<file path="src/rtl/periph_cfg_arbiter_if.sv">
// Requester-side and target-side bus bundle for periph_cfg_arbiter.
// The slave modport is the arbiter's view; master is the environment's view.
interface periph_cfg_arbiter_if #(
  parameter int unsigned NB_REQ   = 2,
  parameter int unsigned ID_WIDTH = 9
);
  logic [NB_REQ-1:0]               req_i;
  logic [NB_REQ-1:0][31:0]         add_i;
  logic [NB_REQ-1:0]               wen_i;
  logic [NB_REQ-1:0][31:0]         wdata_i;
  logic [NB_REQ-1:0][3:0]          be_i;
  logic [NB_REQ-1:0][ID_WIDTH-1:0] id_i;
  logic [NB_REQ-1:0]               gnt_o;
  logic [NB_REQ-1:0]               r_valid_o;
  logic [31:0]                     r_rdata_o;
  logic                            r_opc_o;
  logic [ID_WIDTH-1:0]             r_id_o;

  logic                            tgt_req_o;
  logic [31:0]                     tgt_add_o;
  logic                            tgt_wen_o;
  logic [31:0]                     tgt_wdata_o;
  logic [3:0]                      tgt_be_o;
  logic [ID_WIDTH-1:0]             tgt_id_o;
  logic                            tgt_gnt_i;
  logic                            tgt_r_valid_i;
  logic [31:0]                     tgt_r_rdata_i;
  logic                            tgt_r_opc_i;
  logic [ID_WIDTH-1:0]             tgt_r_id_i;

  logic                            err_o;

  modport slave (
    input  req_i, add_i, wen_i, wdata_i, be_i, id_i,
    output gnt_o, r_valid_o, r_rdata_o, r_opc_o, r_id_o,
    output tgt_req_o, tgt_add_o, tgt_wen_o, tgt_wdata_o, tgt_be_o, tgt_id_o,
    input  tgt_gnt_i, tgt_r_valid_i, tgt_r_rdata_i, tgt_r_opc_i, tgt_r_id_i,
    output err_o
  );

  modport master (
    output req_i, add_i, wen_i, wdata_i, be_i, id_i,
    input  gnt_o, r_valid_o, r_rdata_o, r_opc_o, r_id_o,
    input  tgt_req_o, tgt_add_o, tgt_wen_o, tgt_wdata_o, tgt_be_o, tgt_id_o,
    output tgt_gnt_i, tgt_r_valid_i, tgt_r_rdata_i, tgt_r_opc_i, tgt_r_id_i,
    input  err_o
  );
endinterface

</file>
<file path="src/rtl/periph_cfg_arbiter.sv">
// N-to-1 arbiter for a peripheral config target with in-order response routing.
// Define PERIPH_ARB_RR_EN for round-robin arbitration; otherwise fixed priority (index 0 highest).
module periph_cfg_arbiter #(
  parameter int unsigned NB_REQ    = 2,
  parameter int unsigned ID_WIDTH  = 9,
  parameter int unsigned MAX_OUTST = 4
) (
  input  logic                clk_i,
  input  logic                rst_ni,
  periph_cfg_arbiter_if.slave bus_io
);

  localparam int unsigned IDX_W = (NB_REQ > 1) ? $clog2(NB_REQ) : 1;
  localparam int unsigned AW    = $clog2(MAX_OUTST);

  typedef logic [IDX_W-1:0] idx_t;
  typedef logic [AW:0]      ptr_t;
  typedef enum logic { IDLE, HOLD } state_e;

  state_e              state_q, state_d;
  idx_t                win_q, win_d;
  ptr_t                wptr_q, wptr_d;
  ptr_t                rptr_q, rptr_d;
  logic                err_q, err_d;
  idx_t                fifo_q [MAX_OUTST];

  logic                arb_any;
  idx_t                arb_win;
  idx_t                sel;
  logic                push;
  logic                treq;
  logic                full;
  logic                empty;
  logic [NB_REQ-1:0]   gnt;
  logic [NB_REQ-1:0]   rvalid;
  logic [ID_WIDTH-1:0] id_sel;

`ifdef PERIPH_ARB_RR_EN
  idx_t rr_q, rr_d;
  idx_t cand;
  logic arb_hit;
`endif

  assign full  = (wptr_q[AW] != rptr_q[AW]) && (wptr_q[AW-1:0] == rptr_q[AW-1:0]);
  assign empty = (wptr_q == rptr_q);

  always_comb begin
    arb_any = |bus_io.req_i;
    arb_win = '0;
`ifdef PERIPH_ARB_RR_EN
    cand    = '0;
    arb_hit = 1'b0;
    // Search starts at the priority pointer and wraps around the requesters.
    for (int k = 0; k < NB_REQ; k++) begin
      cand = idx_t'((32'(rr_q) + 32'(k)) % NB_REQ);
      if (!arb_hit && bus_io.req_i[cand]) begin
        arb_win = cand;
        arb_hit = 1'b1;
      end
    end
`else
    for (int k = NB_REQ - 1; k >= 0; k--) begin
      if (bus_io.req_i[k]) arb_win = idx_t'(k);
    end
`endif
  end

  always_comb begin
    state_d = state_q;
    win_d   = win_q;
    wptr_d  = wptr_q;
    rptr_d  = rptr_q;
    err_d   = err_q;
    sel     = arb_win;
    treq    = 1'b0;
    push    = 1'b0;
    gnt     = '0;
    rvalid  = '0;
`ifdef PERIPH_ARB_RR_EN
    rr_d    = rr_q;
`endif

    case (state_q)
      IDLE: begin
        // Fullness comes from registered pointers, so a same-cycle pop cannot unblock.
        if (arb_any && !full) begin
          treq = 1'b1;
          if (bus_io.tgt_gnt_i) begin
            push = 1'b1;
          end else begin
            state_d = HOLD;
            win_d   = arb_win;
          end
        end
      end
      HOLD: begin
        sel = win_q;
        if (bus_io.req_i[win_q]) begin
          treq = 1'b1;
          if (bus_io.tgt_gnt_i) begin
            push    = 1'b1;
            state_d = IDLE;
          end
        end else begin
          state_d = IDLE;
        end
      end
    endcase

    if (push) begin
      gnt[sel] = 1'b1;
      wptr_d   = wptr_q + 1'b1;
`ifdef PERIPH_ARB_RR_EN
      rr_d     = (sel == idx_t'(NB_REQ - 1)) ? '0 : sel + 1'b1;
`endif
    end

    if (bus_io.tgt_r_valid_i) begin
      if (!empty) begin
        rvalid[fifo_q[rptr_q[AW-1:0]]] = 1'b1;
        rptr_d = rptr_q + 1'b1;
      end else begin
        err_d = 1'b1;
      end
    end
  end

  always_ff @(posedge clk_i or negedge rst_ni) begin
    if (!rst_ni) begin
      state_q <= IDLE;
      win_q   <= '0;
      wptr_q  <= '0;
      rptr_q  <= '0;
      err_q   <= 1'b0;
`ifdef PERIPH_ARB_RR_EN
      rr_q    <= '0;
`endif
    end else begin
      state_q <= state_d;
      win_q   <= win_d;
      wptr_q  <= wptr_d;
      rptr_q  <= rptr_d;
      err_q   <= err_d;
`ifdef PERIPH_ARB_RR_EN
      rr_q    <= rr_d;
`endif
    end
  end

  // Grantee storage needs no reset: entries are only read between the pointers.
  always_ff @(posedge clk_i) begin
    if (push) fifo_q[wptr_q[AW-1:0]] <= sel;
  end

  assign id_sel = bus_io.id_i[sel];

  // Combinational outputs are forced low while reset is asserted.
  assign bus_io.gnt_o       = rst_ni ? gnt : '0;
  assign bus_io.r_valid_o   = rst_ni ? rvalid : '0;
  assign bus_io.r_rdata_o   = rst_ni ? bus_io.tgt_r_rdata_i : '0;
  assign bus_io.r_opc_o     = rst_ni & bus_io.tgt_r_opc_i;
  assign bus_io.r_id_o      = rst_ni ? bus_io.tgt_r_id_i : '0;
  assign bus_io.tgt_req_o   = rst_ni & treq;
  assign bus_io.tgt_add_o   = (rst_ni && treq) ? bus_io.add_i[sel]   : '0;
  assign bus_io.tgt_wen_o   = rst_ni & treq & bus_io.wen_i[sel];
  assign bus_io.tgt_wdata_o = (rst_ni && treq) ? bus_io.wdata_i[sel] : '0;
  assign bus_io.tgt_be_o    = (rst_ni && treq) ? bus_io.be_i[sel]    : '0;
  assign bus_io.tgt_id_o    = (rst_ni && treq) ? id_sel              : '0;
  assign bus_io.err_o       = err_q;

endmodule

</file>
<file path="src/flat_wrapper.sv">
// flat-port wrapper written by rule: the top's interface ports become plain ports
module periph_cfg_arbiter_flat 
#(
  parameter int unsigned NB_REQ    = 2,
  parameter int unsigned ID_WIDTH  = 9,
  parameter int unsigned MAX_OUTST = 4
)
  (clk_i, rst_ni, bus_io_req_i, bus_io_add_i, bus_io_wen_i, bus_io_wdata_i, bus_io_be_i, bus_io_id_i, bus_io_gnt_o, bus_io_r_valid_o, bus_io_r_rdata_o, bus_io_r_opc_o, bus_io_r_id_o, bus_io_tgt_req_o, bus_io_tgt_add_o, bus_io_tgt_wen_o, bus_io_tgt_wdata_o, bus_io_tgt_be_o, bus_io_tgt_id_o, bus_io_tgt_gnt_i, bus_io_tgt_r_valid_i, bus_io_tgt_r_rdata_i, bus_io_tgt_r_opc_i, bus_io_tgt_r_id_i, bus_io_err_o);
  periph_cfg_arbiter_if #(.NB_REQ(NB_REQ), .ID_WIDTH(ID_WIDTH)) bus_io_i ();
  input  logic clk_i;
  input  logic rst_ni;
  input wire logic [$bits(bus_io_i.req_i)-1:0] bus_io_req_i;
  input wire logic [$bits(bus_io_i.add_i)-1:0] bus_io_add_i;
  input wire logic [$bits(bus_io_i.wen_i)-1:0] bus_io_wen_i;
  input wire logic [$bits(bus_io_i.wdata_i)-1:0] bus_io_wdata_i;
  input wire logic [$bits(bus_io_i.be_i)-1:0] bus_io_be_i;
  input wire logic [$bits(bus_io_i.id_i)-1:0] bus_io_id_i;
  output wire logic [$bits(bus_io_i.gnt_o)-1:0] bus_io_gnt_o;
  output wire logic [$bits(bus_io_i.r_valid_o)-1:0] bus_io_r_valid_o;
  output wire logic [$bits(bus_io_i.r_rdata_o)-1:0] bus_io_r_rdata_o;
  output wire logic [$bits(bus_io_i.r_opc_o)-1:0] bus_io_r_opc_o;
  output wire logic [$bits(bus_io_i.r_id_o)-1:0] bus_io_r_id_o;
  output wire logic [$bits(bus_io_i.tgt_req_o)-1:0] bus_io_tgt_req_o;
  output wire logic [$bits(bus_io_i.tgt_add_o)-1:0] bus_io_tgt_add_o;
  output wire logic [$bits(bus_io_i.tgt_wen_o)-1:0] bus_io_tgt_wen_o;
  output wire logic [$bits(bus_io_i.tgt_wdata_o)-1:0] bus_io_tgt_wdata_o;
  output wire logic [$bits(bus_io_i.tgt_be_o)-1:0] bus_io_tgt_be_o;
  output wire logic [$bits(bus_io_i.tgt_id_o)-1:0] bus_io_tgt_id_o;
  input wire logic [$bits(bus_io_i.tgt_gnt_i)-1:0] bus_io_tgt_gnt_i;
  input wire logic [$bits(bus_io_i.tgt_r_valid_i)-1:0] bus_io_tgt_r_valid_i;
  input wire logic [$bits(bus_io_i.tgt_r_rdata_i)-1:0] bus_io_tgt_r_rdata_i;
  input wire logic [$bits(bus_io_i.tgt_r_opc_i)-1:0] bus_io_tgt_r_opc_i;
  input wire logic [$bits(bus_io_i.tgt_r_id_i)-1:0] bus_io_tgt_r_id_i;
  output wire logic [$bits(bus_io_i.err_o)-1:0] bus_io_err_o;
  assign bus_io_i.req_i = bus_io_req_i;
  assign bus_io_i.add_i = bus_io_add_i;
  assign bus_io_i.wen_i = bus_io_wen_i;
  assign bus_io_i.wdata_i = bus_io_wdata_i;
  assign bus_io_i.be_i = bus_io_be_i;
  assign bus_io_i.id_i = bus_io_id_i;
  assign bus_io_gnt_o = bus_io_i.gnt_o;
  assign bus_io_r_valid_o = bus_io_i.r_valid_o;
  assign bus_io_r_rdata_o = bus_io_i.r_rdata_o;
  assign bus_io_r_opc_o = bus_io_i.r_opc_o;
  assign bus_io_r_id_o = bus_io_i.r_id_o;
  assign bus_io_tgt_req_o = bus_io_i.tgt_req_o;
  assign bus_io_tgt_add_o = bus_io_i.tgt_add_o;
  assign bus_io_tgt_wen_o = bus_io_i.tgt_wen_o;
  assign bus_io_tgt_wdata_o = bus_io_i.tgt_wdata_o;
  assign bus_io_tgt_be_o = bus_io_i.tgt_be_o;
  assign bus_io_tgt_id_o = bus_io_i.tgt_id_o;
  assign bus_io_i.tgt_gnt_i = bus_io_tgt_gnt_i;
  assign bus_io_i.tgt_r_valid_i = bus_io_tgt_r_valid_i;
  assign bus_io_i.tgt_r_rdata_i = bus_io_tgt_r_rdata_i;
  assign bus_io_i.tgt_r_opc_i = bus_io_tgt_r_opc_i;
  assign bus_io_i.tgt_r_id_i = bus_io_tgt_r_id_i;
  assign bus_io_err_o = bus_io_i.err_o;
  periph_cfg_arbiter #(.NB_REQ(NB_REQ), .ID_WIDTH(ID_WIDTH), .MAX_OUTST(MAX_OUTST)) u_core (.clk_i(clk_i), .rst_ni(rst_ni), .bus_io(bus_io_i));
endmodule
</file>
<file path="config.mk">
export PLATFORM = sky130hd
export DESIGN_NAME = periph_cfg_arbiter_flat
export DESIGN_NICKNAME = d
export VERILOG_FILES = /design/src/rtl/periph_cfg_arbiter_if.sv /design/src/rtl/periph_cfg_arbiter.sv /design/src/flat_wrapper.sv
export SDC_FILE = /design/constraint.sdc
export NUM_CORES = 1
export LEC_CHECK = 0
export BUFFER_PORTS_ARGS = -buffer_cell sky130_fd_sc_hd__buf_2
export CAP_MARGIN = 20
export CORE_AREA = 2 2 128 130
export CTS_BUF_LIST = sky130_fd_sc_hd__clkbuf_16
export CTS_CLUSTER_DIAMETER = 80
export DETAILED_ROUTE_END_ITERATION = 10
export DIE_AREA = 0 0 130 132
export SYNTH_ARGS = -nofsm -noshare
export SYNTH_HDL_FRONTEND = slang
export SYNTH_SLANG_ARGS = --single-unit
</file>
<file path="constraint.sdc">
create_clock -name clk_i -period 6 [get_ports clk_i]
set_input_delay 1.2 -clock clk_i [delete_from_list [all_inputs] [get_ports clk_i]]
set_output_delay 1.2 -clock clk_i [all_outputs]
set_load 0.01 [all_outputs]
</file>
# [Word-level counts from Yosys, hierarchy flattened]
# Memory sizes are Yosys's and may differ from the RTL's.
# Index checks and enable logic that the tools add are counted.
[totals] elab_cells=75 mem_count=1 ff_bits=9 ram_bits=4 output_inout_bits=126 inputBits=204
[classes] bitwise_logic=6 addsub=2 order_cmp=5 reduce_logical=10 n_eq_ne=3 n_mux=43
[mem_list] name="u_core.fifo_q" words=4 word_bits=1 read_ports=1 rd_clocked_by_memory_dff=0 wr=1 line="periph_cfg_arbiter.sv:25" text="idx_t fifo_q [MAX_OUTST];"
[op_table] operator="32-bit two-way mux" n=7
[op_table] operator="9-bit two-way mux" n=4
[op_table] operator="1-bit two-way mux" n=19
[op_table] operator="4-bit two-way mux" n=3
[op_table] operator="2-bit two-way mux" n=5
[op_table] operator="3-bit by 1-bit adder with 3-bit output (second input constant)" n=2
[op_table] operator="1-bit by 2-bit < comparator with 1-bit output (second input constant)" n=3
[op_table] operator="1-bit one-hot mux with 2 select lines" n=3
[op_table] operator="1-bit logical AND" n=5
[op_table] operator="2-bit AND reduction" n=2
[op_table] operator="1-bit AND" n=3
[op_table] operator="3-bit == test" n=1
[op_table] operator="1-bit NOT" n=3
[op_table] operator="3-bit AND reduction" n=1
[op_table] operator="1-bit demux with 1-bit select" n=2
[op_table] operator="2-bit == test" n=1
[op_table] operator="1-bit greater-or-equal comparator (second input constant)" n=2
[op_table] operator="2-bit OR reduction" n=1
[op_table] operator="1-bit logical NOT" n=1
[op_table] operator="1-bit != test" n=1

# [Depth between registers and ports, before layout]
[logic_depth] depth_word=9 ltp_mapped=7 ltp_nobuf=5

# [Worst setup path after synthesis]
# OpenSTA, ideal clock, no wires.
[synth_timing] path_kind="in2out" from="in bus_io_req_i[0]" to="out bus_io_tgt_add_o[22]" n_path_buf=2 setup_slack_ns=2.441 stages=7 arrival_time_ns=2.359 cell_sequence="nand2b_1 -> o21a_1 -> clkbuf_1 -> inv_2 -> clkbuf_1 -> nand2_1 -> a21oi_2"
[synth_via] elab_cells_between_ends=13 cone_classes="10 x mux; 3 x reduce/logical"
[synth_rtl] element="from (decl)" line="flat_wrapper.sv:12" text="input wire logic [$bits(bus_io_i.req_i)-1:0] bus_io_req_i;"
[synth_rtl] element="1-bit two-way mux" line="periph_cfg_arbiter.sv:63" text="if (bus_io.req_i[k]) arb_win = idx_t'(k);"
[synth_rtl] element="1-bit two-way mux" line="periph_cfg_arbiter.sv:83" text="case (state_q)"
[synth_rtl] element="net u_core.sel" line="periph_cfg_arbiter.sv:29" text="idx_t sel;"
[synth_rtl] element="32-bit two-way mux (implied by the code) (2 in series)" line="periph_cfg_arbiter.sv:164" text="assign bus_io.tgt_add_o = (rst_ni && treq) ? bus_io.add_i[sel] : '0;"
[synth_rtl] element="32-bit two-way mux" line="periph_cfg_arbiter.sv:164"
[synth_rtl] element="to (decl)" line="flat_wrapper.sv:24" text="output wire logic [$bits(bus_io_i.tgt_add_o)-1:0] bus_io_tgt_add_o;"
# The timed path passes the listed nets, and every way through them passes these cells. The select of a mux whose other input is x is not followed.

# [Worst setup path after layout]
[layout_timing] from="in bus_io_req_i[0]" to="out bus_io_tgt_add_o[11]"
[layout_via] elab_chain_cells=6 elab_cells_between_ends=13 cone_classes="10 x mux; 3 x reduce/logical"
[layout_lines] element="1-bit two-way mux (implied by the code) or 2-bit OR reduction (tied branches)" line="periph_cfg_arbiter.sv:98, periph_cfg_arbiter.sv:48"
[layout_lines] element="1-bit two-way mux (implied by the code) or 1-bit logical AND (tied branches)" line="periph_cfg_arbiter.sv:98, periph_cfg_arbiter.sv:86"
[layout_lines] element="1-bit two-way mux, on equally long branches" line="periph_cfg_arbiter.sv:98, periph_cfg_arbiter.sv:86"
[layout_lines] element="1-bit one-hot mux with 2 select lines" line="periph_cfg_arbiter.sv:83"
[layout_lines] element="1-bit logical AND" line="periph_cfg_arbiter.sv:164"
[layout_lines] element="32-bit two-way mux *" line="periph_cfg_arbiter.sv:164"
# Mark *: on every way between the ends. The rest lies on a longest branch, timed or not. The select of a mux whose other input is x is not followed.

==> flow_summary.yaml <==
power_and_ir_drop:
  switching_share_pct: 50.2
  power_frac_seq_pct: 16.3
  p_leak_nw: 2.38
  ir_drop_mv: 0.0994
  internal-power_mw: 0.522
  p_clk_share_pct: 12.0
  combPwrFrac_pct: 71.6
  p_per_area_mw_per_mm2: 257
  total_power_mw: 1.05
  switching_power_mw: 0.525
route:
  drt-wirelength-per-cell_um: 12.3
  dr.pass1.iters: 4
  drt_iter0_markers: 121
  drt.antenna.violating_nets: 0
  vias: 3569
  viasPerCell: 4.01
  postRouteWirelength_mm: 10.9
  drc: 0
cells_and_area:
  areaGrowthSynthToFinish_pct: 88.4
  layout_commonest_cell: "buf_2"
  drive_gt1_share_pct: 52.6
  fin_nets: 885
  layout_common_cells: "buf_2 (329), nand2_1 (160), a21oi_1 (70)"
  fillers: 1781
  antenna_cells: 0
worst_setup_path:
  rrSetupSlack_ns: 4.15
  arrival_ns: 3.41
  cp-end-kind: "output port"
  critical_path_class: "in2out"
  worst_ep_required_time_ns: 4.80
  start_kind: "primary input"
  critPathMaxFanout: 44
die:
  die_h_um: 132
  start_util_pct: 13.7
  core_area_sq_mm: 0.0157
  fp-row-count: 46
  die_w_um: 130
  die_area_sq_mm: 0.0172
  io_pins: 330
global_route:
  antenna_found_initial: 0
  grt_max_degree: 56
  globalRouteTotalUtil_pct: 11.4
  grt_first_pass_wirelength_mm: 15.6
  grt_pass1_vias: 3255
  grt_remaining_overflow: 0
clock_tree:
  cts_tree: "yes"
  cts_buffers: 3
  path_clk_slew_ns: 0.05
  post_cts_resized: 0
  clock-sinks: 13
  cts_hold_buf: 0
  cts-root-buf: "clkbuf_16"
  cts_buffer_depth: 2
  clkLatencyLatePin_ns: 0.24
  cts_max_level: 1
  post-cts-setup-buffers: 0
synthesis:
  synth.area.mux_share_pct: 2.09
  yosysWarnings: 0
  synth_seq_area_share_pct: 16.0
  async_reset_ff_share_pct: 69.2
  synth_compound_area_share_pct: 21.7
  synthSimpleGateAreaFrac_pct: 46.3
  syn-instance-count: 369
  yosysUniqueCellTypes: 31
  syn-cell-area_sq_mm: 0.00216
  synth_top_family_by_area: "simple AND/OR/NAND/NOR gates"
  synth_nets: 578
  synth-xor-area-share_pct: 3.65
  yosys.area_share.adder_pct: 2.90
  synth_edf_count: 4
  synth-seq-cells: 13
  synth.avg_cell_area_sq_um: 5.85
  synth_flop_cell: "dfrtp_1"
placed_design:
  hpwl_mm: 8.95
  place_congestion: 0.817
  portBuffers: 329
sta:
  finalMaxSlewViolations: 0
  tns_ns: 0
  finalSetupViolations: 0
  rsz0062_at_grt: "false"
  min_period_over_period_pct: 76.8
  fin_skew_ns: 0.00104
  hold_viol_final: 0
  tightest_slew_ns: 0.770
  min_period_ns: 4.61
  maxSlewHeadroom_pct: 48.7
  fmax_mhz: 217
outcome:
  status: "completed"
worst_hold_path:
  hp-class: "reg2reg"
run:
  cap_violations: 0
[per-stage QoR]
step / instances / util, % / area (sq um) / hold slack, ns / setup WS, ns
finish: 891 / 25.9 / 4070 / 0.493 / 1.39
global route: 891 / 25.9 / 4070 / 0.515 / 1.17
CTS: 891 / 25.9 / 4070 / 0.494 / 1.32
detailed placement: 887 / 25.4 / 3990 / 0.487 / 1.33
global placement: 887 / 25.4 / 3990 / 0.479 / 1.34
floorplan: 369 / - / 2160 / 0.462 / 2.44
[path summary, 6_finish.rpt]
kind                                   from              endpoint  cells after the start
max reg2reg                u_core.wptr_q[2]      u_core.wptr_q[1]                      4
max in group asynchronous            rst_ni          u_core.win_q                      2
max                         bus_io_req_i[0]  bus_io_tgt_add_o[11]                      8
min in group asynchronous            rst_ni      u_core.wptr_q[1]                      2
min reg2reg                u_core.wptr_q[2]      u_core.wptr_q[2]                      1
min                        u_core.wptr_q[2]      u_core.wptr_q[2]                      1
[critical path, stage by stage]
cell and delay [ns]:
buf_2 0.11, nand2b_1 0.14, o21a_4 0.32, inv_2 0.61
buf_4 0.51, nand2_1 0.10, a21oi_1 0.19, buf_2 0.19
[registers in the layout (all words and copies together) (netlist names)]
register and flops:
u_core.bus_io.err_o 1, u_core.fifo_q 4, u_core.rptr_q 3, u_core.state_q 1, u_core.win_q 1, u_core.wptr_q 3
[logic make-up (layout without fill, tap and decap cells)]
logic type	after synthesis	after routing
fa+ha+maj	5	5
buf+inv	36	342
xor+xnor	9	9
simple gates	219	219
flops	13	13
mux	3	3
compound gates	84	84
[metal layers]
layer	global-route usage, %	wire length, um	vias up
met5	0	0	-
met2	24.2	5910	208
met1	11.8	4130	1556
met3	0.690	828	6
met4	2.03	79	0
li1	-	-	1799
[Yosys cell counts, drive strengths merged (3+ instances only)]
library cell  instances  area (sq um)
nand2               160           601
a21oi                79           429
and2                 45           282
clkbuf               22          82.6
buf                   9          57.6
dfrtp                 9           225
ha                    5          62.6
inv                   5          18.8
xnor2                 5          43.8
edfxtp                4           120
xor2                  4          35.0
and3                  3          18.8
[power by group through the flow]
| stage | sequential [mW] | combinational, mW | clock [mW] |
|---|---|---|---|
| 3_3_place_gp | 0.172 | 0.757 | 0 |
| 2_1_floorplan | 0.163 | 0.486 | 0 |
| 4_1_cts | 0.173 | 0.764 | 0.128 |
| 3_5_place_dp | 0.174 | 0.759 | 0 |
| 5_1_grt | 0.178 | 0.843 | 0.132 |
| 6_report | 0.171 | 0.750 | 0.126 |
[final cells by class]
type | count | area, sq um | area share [%]
multi-input cells | 320 | 1680 | 41.3
repair buffers | 333 | 1680 | 41.2
flip-flops and latches | 13 | 345 | 8.49
well taps | 216 | 270 | 6.64
clock buffers | 3 | 75.1 | 1.85
inverters | 5 | 18.8 | 0.461
clock inverters | 1 | 3.75 | 0.0923
Power figures use the tool's default switching activity.
